### config.mk
export PLATFORM = sky130hd
export DESIGN_NAME = telem_serializer
export DESIGN_NICKNAME = d
export VERILOG_FILES = /design/src/rtl/telem_serializer.sv
export SDC_FILE = /design/constraint.sdc
export NUM_CORES = 1
export LEC_CHECK = 0
export ABC_AREA = 1
export CAP_MARGIN = 15
export CORE_MARGIN = 10
export CORE_UTILIZATION = 40
export DETAILED_ROUTE_END_ITERATION = 7
export GPL_TIMING_DRIVEN = 0
export PLACE_DENSITY_LB_ADDON = 0.3
export SLEW_MARGIN = 20
export SYNTH_ARGS = -nofsm -noshare
export SYNTH_HDL_FRONTEND = slang
export SYNTH_SLANG_ARGS = --single-unit
### constraint.sdc
create_clock -name SIM_CLK -period 3.55 [get_ports SIM_CLK]
set_input_delay 0.355 -clock SIM_CLK [delete_from_list [all_inputs] [get_ports SIM_CLK]]
set_output_delay 0.355 -clock SIM_CLK [all_outputs]
set_load 0.02 [all_outputs]
### src/rtl/telem_serializer.sv
// telem_serializer: assembles the serial telemetry word, prefixes its tag,
// appends odd parity and shifts the resulting frame out on the PCM link.
// The word path is double-buffered: assembly register, holding buffer and
// output shifter. When no word is waiting, a fill frame is sent instead.
module telem_serializer #(
  parameter int WORD_BITS = 26,
  parameter int TAG_BITS  = 9
) (
  input  logic                SIM_CLK,
  input  logic                SIM_RST,
  input  logic                TCW,
  input  logic                DIN,
  input  logic                DSTB,
  input  logic                TRP,
  input  logic [TAG_BITS-1:0] TAG,
  input  logic                PCMSYN,
  input  logic                PCMSTB,
  input  logic                FLGC,
  output logic                TLMD,
  output logic                TBUSY,
  output logic                TFULL,
  output logic                TFILL,
  output logic                TOVR,
  output logic                TERR
);

  localparam int F      = TAG_BITS + WORD_BITS + 1;
  localparam int BCNT_W = $clog2(WORD_BITS + 2);
  localparam int CNT_W  = $clog2(F + 1);

  localparam logic [BCNT_W-1:0] BCNT_FULL = BCNT_W'(WORD_BITS);
  localparam logic [BCNT_W-1:0] BCNT_SAT  = BCNT_W'(WORD_BITS + 1);
  localparam logic [CNT_W-1:0]  CNT_LOAD  = CNT_W'(F);
  localparam logic [CNT_W-1:0]  CNT_LAST  = CNT_W'(1);
  // Fill frame: zero tag, zero data, and the odd-parity bit that makes it legal.
  localparam logic [F-1:0]      FILL_WORD = F'(1);

  typedef enum logic {
    IDLE  = 1'b0,
    SHIFT = 1'b1
  } state_t;

  logic [WORD_BITS-1:0] asm_reg;
  logic [BCNT_W-1:0]    bcnt;
  logic [F-1:0]         hold_reg;
  logic                 tfull;
  logic                 tfill;
  logic                 tovr;
  logic                 terr;

  state_t               state;
  state_t               state_next;
  logic [F-2:0]         shifter;
  logic [F-2:0]         shifter_next;
  logic [CNT_W-1:0]     cnt;
  logic [CNT_W-1:0]     cnt_next;
  logic                 tlmd;
  logic                 tlmd_next;
  logic                 tfill_next;

  logic                 trp_ok;
  logic                 load;
  logic                 parity;
  logic [F-1:0]         frame_src;

  // A transfer is only legal when exactly one full word has been assembled;
  // a frame is only loaded from IDLE, so PCMSYN during a frame is ignored.
  assign trp_ok    = TRP && (bcnt == BCNT_FULL);
  assign load      = (state == IDLE) && PCMSYN;
  assign parity    = ~^{TAG, asm_reg};
  assign frame_src = tfull ? hold_reg : FILL_WORD;

  // Assembly register: TRP and a closed window both restart the count; a bit
  // strobe coinciding with TRP is deliberately lost.
  always_ff @(posedge SIM_CLK or posedge SIM_RST) begin
    if (SIM_RST) begin
      asm_reg <= '0;
      bcnt    <= '0;
    end else if (TRP || !TCW) begin
      bcnt <= '0;
    end else if (DSTB) begin
      asm_reg <= {asm_reg[WORD_BITS-2:0], DIN};
      if (bcnt != BCNT_SAT) begin
        bcnt <= bcnt + 1'b1;
      end
    end
  end

  // Holding buffer: a new word always wins over the frame load that empties it.
  always_ff @(posedge SIM_CLK or posedge SIM_RST) begin
    if (SIM_RST) begin
      hold_reg <= '0;
      tfull    <= 1'b0;
    end else begin
      if (trp_ok) begin
        hold_reg <= {TAG, asm_reg, parity};
        tfull    <= 1'b1;
      end else if (load) begin
        tfull <= 1'b0;
      end
    end
  end

  // Sticky error flags: a new set event beats a same-cycle clear.
  always_ff @(posedge SIM_CLK or posedge SIM_RST) begin
    if (SIM_RST) begin
      tovr <= 1'b0;
      terr <= 1'b0;
    end else begin
      if (trp_ok && tfull && !load) begin
        tovr <= 1'b1;
      end else if (FLGC) begin
        tovr <= 1'b0;
      end
      if (TRP && !trp_ok) begin
        terr <= 1'b1;
      end else if (FLGC) begin
        terr <= 1'b0;
      end
    end
  end

  // Output FSM state register together with the shifter it controls.
  always_ff @(posedge SIM_CLK or posedge SIM_RST) begin
    if (SIM_RST) begin
      state   <= IDLE;
      shifter <= '0;
      cnt     <= '0;
      tlmd    <= 1'b0;
      tfill   <= 1'b0;
    end else begin
      state   <= state_next;
      shifter <= shifter_next;
      cnt     <= cnt_next;
      tlmd    <= tlmd_next;
      tfill   <= tfill_next;
    end
  end

  // Output FSM next-state: the frame MSB goes straight into the TLMD register
  // on load, the shifter holds the bits still to come.
  always_comb begin
    state_next   = state;
    shifter_next = shifter;
    cnt_next     = cnt;
    tlmd_next    = tlmd;
    tfill_next   = tfill;
    case (state)
      IDLE: begin
        if (PCMSYN) begin
          shifter_next = frame_src[F-2:0];
          tlmd_next    = frame_src[F-1];
          tfill_next   = !tfull;
          cnt_next     = CNT_LOAD;
          state_next   = SHIFT;
        end
      end
      SHIFT: begin
        if (PCMSTB) begin
          cnt_next = cnt - 1'b1;
          if (cnt == CNT_LAST) begin
            tlmd_next  = 1'b0;
            state_next = IDLE;
          end else begin
            tlmd_next    = shifter[F-2];
            shifter_next = {shifter[F-3:0], 1'b0};
          end
        end
      end
      default: begin
        state_next = IDLE;
      end
    endcase
  end

  assign TLMD  = tlmd;
  assign TBUSY = (state == SHIFT);
  assign TFULL = tfull;
  assign TFILL = tfill;
  assign TOVR  = tovr;
  assign TERR  = terr;

endmodule

# Word level (Yosys, flattened, before mapping)
# Index checks and enable logic that the tools add are counted.
[totals] output_inout_bits=6 register_bits=114 input_bits=18 wordCells=66
[op_classes] n_addsub=2 n_mux=24 reduce_logical=21 n_bitwise=2 n_eq_ne=6
[op_table] op="35-bit 2-to-1 mux" n=3
[op_table] op="35-bit case mux with 2 select lines" n=1
[op_table] op="36-bit 2-to-1 mux" n=1
[op_table] op="35-bit XNOR reduction" n=1
[op_table] op="5-bit 2-to-1 mux" n=3
[op_table] op="6-bit 2-to-1 mux" n=2
[op_table] op="6-bit case mux with 2 select lines" n=1
[op_table] op="1-bit 2-to-1 mux" n=11
[op_table] op="2-bit nonzero test" n=5
[op_table] op="2-bit AND reduction" n=4
[op_table] op="6-bit by 1-bit == test with 1-bit output (second input constant)" n=1
[op_table] op="2-bit inequality test (second input constant)" n=3
[op_table] op="6-bit by 1-bit subtractor with 6-bit output (second input constant)" n=1
[op_table] op="5-bit by 1-bit adder with 5-bit output (second input constant)" n=1
[op_table] op="5-bit == test (second input constant)" n=1
[op_table] op="1-bit logical AND" n=5
[op_table] op="5-bit inequality test (second input constant)" n=1
[op_table] op="1-bit zero test" n=4
[op_table] op="1-bit case mux with 2 select lines" n=2
[op_table] op="3-bit AND reduction" n=1
[op_table] op="1-bit inverter" n=2
[op_table] op="1-bit logical OR" n=1

# Logic depth before layout (Yosys ltp)
[depth] ltp_word=5 mapped_depth=15 mapped_depth_nobuf=15

# Worst setup path after synthesis
# No wires, ideal clock.
[synth_path] kind="flip-flop to flip-flop" from="register state, in the netlist TBUSY" to="register shifter[10]" t_arrival_ns=1.313 slack_ns=2.113 stages_incl_launch_ff=7 required_ns=3.426 period_less_slack_ns=1.437 n_path_buf=2 path_cell_list="dfrtp_1 -> nor2_2 -> nor2_4 -> nor2_2 -> buf_6 -> buf_6 -> a21oi_2"
[synth_via] elab_chain_len=3 elab_cells_between_ends=6 classes_between="3 x eq/ne; 1 x mux; 1 x bitwise; 1 x reduce/logical"
[synth_rtl] item="from (decl)" line_no="51" rtl="state_t state;"
[synth_rtl] item="from (signal assigned)" line_no="132" rtl="state <= state_next;"
[synth_rtl] item="1-bit inverter (no line)"
[synth_rtl] item="2-bit inequality test (no line)"
[synth_rtl] item="3-bit AND reduction (no line)"
[synth_rtl] item="to (signal assigned)" line_no="133" rtl="shifter <= shifter_next;"
[synth_rtl] item="to (decl)" line_no="53" rtl="logic [F-2:0] shifter;"
# Several ways; a longest one is shown, not always the timed one.
# A chain may end at the register's enable or synchronous reset.

# Worst setup path in the final report
[layout_path] from="register state, in the netlist TBUSY" to="output TBUSY"
[layout_lines] item="to (decl)" line_no="20" rtl="output logic TBUSY,"
# No word-level cell between the ends.

==> flow_summary.ini <==
[sta]
setup_violations = 0
rsz0062_at_grt = no
tightest_slew_ps = 589
hold_viol = 0
report.final.slew_viol_count = 0
maxSlewHeadroom_pct = 60.7
fin_crit_ps = 1780
layout_setup_ws_ps = 1770
whs_ps = 369
period_share_pct = 50.2
worst_clock_skew_ps = 4.44
fmax_mhz = 561

[synth]
synth_area_sq_um = 5550
ys_ff_latch = 114
yosysUniqueCellTypes = 28
ys_seq_area_share_pct = 51.4
avgSynthCellArea_sq_um = 7.97
synth_top_area_cell = dfrtp_1
synth.yosys.warnings = 0
synth_area_leaders = dfrtp_1, nand2_1, o21ai_0, a22oi_1, inv_1
synthCells = 696
netlist.area_leader.share_pct = 51.4
syn_nets = 718

[worst_hold_path]
hold_class = in2async

[floorplan]
pin_count = 24
initial_utilization_pct = 41.4
core-area_sq_um = 13400
die_y_um = 138
die_x_um = 138
row_count = 42
die_area_sq_um = 19000

[pwr]
powerDensity_nw_per_um2 = 737
leakage_nw = 3.22
irDropWorstVdd_mv = 0.410
fin_total_pwr_mw = 4.89

[global_routing]
grt_pass1_wl_um = 21100
antenna_found_initial = 0
grt.overflow.total = 0
grt_usage_pct = 13.8
grt_pass1_vias = 4612
grt_max_degree = 61

[placement]
dp_slack_ps = 1440
numPortBuffers = 23
dpl.hpwl_um = 8900
dp.cells = 896
gp_congestion = 0.815

[job]
drv_cap = 0

[clock_tree]
cts.repair.resized = 0
cts_sinks = 114
clk_pin_slew_ps = 50
clk_latency_ps = 410
htreeDepth = 4
tritoncts = built
post-cts-setup-buffers = 0
hold_buffers = 0
root_buffer = clkbuf_16
cts-buffers-inserted = 17
cts_buffer_depth = 2

[final_layout]
final_cell_mix = nand2_1, dfrtp_1, o21ai_0
syn_to_final_growth_pct = 19.6
layout_commonest_cell = nand2_1
fin_cells = 928
layout-drive-gt1-share_pct = 10.1
diodes = 0
largest_reg_flops = 36
nets = 761

[run_status]
status = complete, no violations

[worst_setup_path]
worst_path_max_delay_cell = clkdlybuf4s50_1
crit_type = reg2out
path_delay_family = buffers and inverters
cp-end-kind = primary output
cp_data_required_time_ps = 3190
max_stage_delay_ps = 630
worstSetupStartpointType = register
critPathMaxFanout = 4
arrival_ps = 1430
cp_cell_sequence = clkdlybuf4s50_1
path_buf_inv = 1

[drt]
route.detailed.drc = 0
dr.pass1.iters = 5
wl_per_cell_um = 13.3
num_vias = 4728
drt_iter0_markers = 366
via_per_inst = 5.09
wl_um = 12300
final_antenna_net_count = 0
path summary, 6_finish.rpt:
kind,startpoint,to,slack (ps),depth (start not counted)
worst max register to register,bcnt[0],hold_reg[27],1820,8
worst max-delay path,TBUSY,TBUSY,1770,1
max in group asynchronous,SIM_RST,asm_reg[1],2520,3
worst min-delay path,SIM_RST,bcnt[4],370,2
min in group SIM_CLK,hold_reg[0],hold_reg[0],470,2
worst min register to register,hold_reg[0],hold_reg[0],470,2
logic make-up after synthesis:
kind of cell,synth area share [%]
and+or+nand+nor,24.0
adders and majority gates,0.902
buffers and inverters,6.54
DFF,51.4
xor gates and xnor gates,0.631
AOI/OAI and AO/OA,16.5
power breakdown:
| part | switching, mW | internal [mW] |
|---|---|---|
| logic | 0.834 | 0.543 |
| registers | 0.206 | 1.59 |
| clock network | 0.566 | 1.15 |
| total | 1.61 | 3.29 |
metal layers:
metal	share of wire, %	global-route usage, %	routed length [um]	up-vias
met1	45	16.3	5540	2286
met2	49	22.6	6020	81
met3	4.0	3.61	497	21
met4	2.3	7.01	282	0
met5	0	0	0	-
li1	-	-	-	2340
cells in the mapped netlist:
cell / n
xnor2_1: 1
a21oi_2: 20
o22ai_1: 1
buf_6: 3
xor2_1: 3
o21ai_0: 71
ha_1: 4
nand2_1: 257
inv_1: 58
a32oi_1: 1
nand2_2: 1
a22oi_1: 35
or2_1: 1
a21oi_1: 18
o32ai_1: 1
dfrtp_1: 114
nor3_1: 5
clkbuf_1: 15
nand4_1: 2
nor2_1: 47
nand3_1: 17
o21ai_2: 1
and3_1: 1
buf_2: 8
inv_2: 4
nor2_2: 5
nand3b_1: 1
nor2_4: 1
final cells by class:
type,instances,area [sq um]
clock inverters,11,134
clock buffers,21,470
multi-input cells,494,2330
well taps,176,220
fillers,1255,6760
repair buffers,24,258
plain buffers,26,130
inverters,62,238
flip-flops and latches,114,2850
metrics by stage:
stage	setup TNS, ps	cell area [sq um]	utilization, %
after global routing	0	6640	49.5
final	0	6640	49.5
after global placement	-161030	6000	44.8
after CTS	0	6640	49.5
after floorplan	0	5550	-
after detailed placement	0	6030	45.0
(Power assumes the default switching activity.)
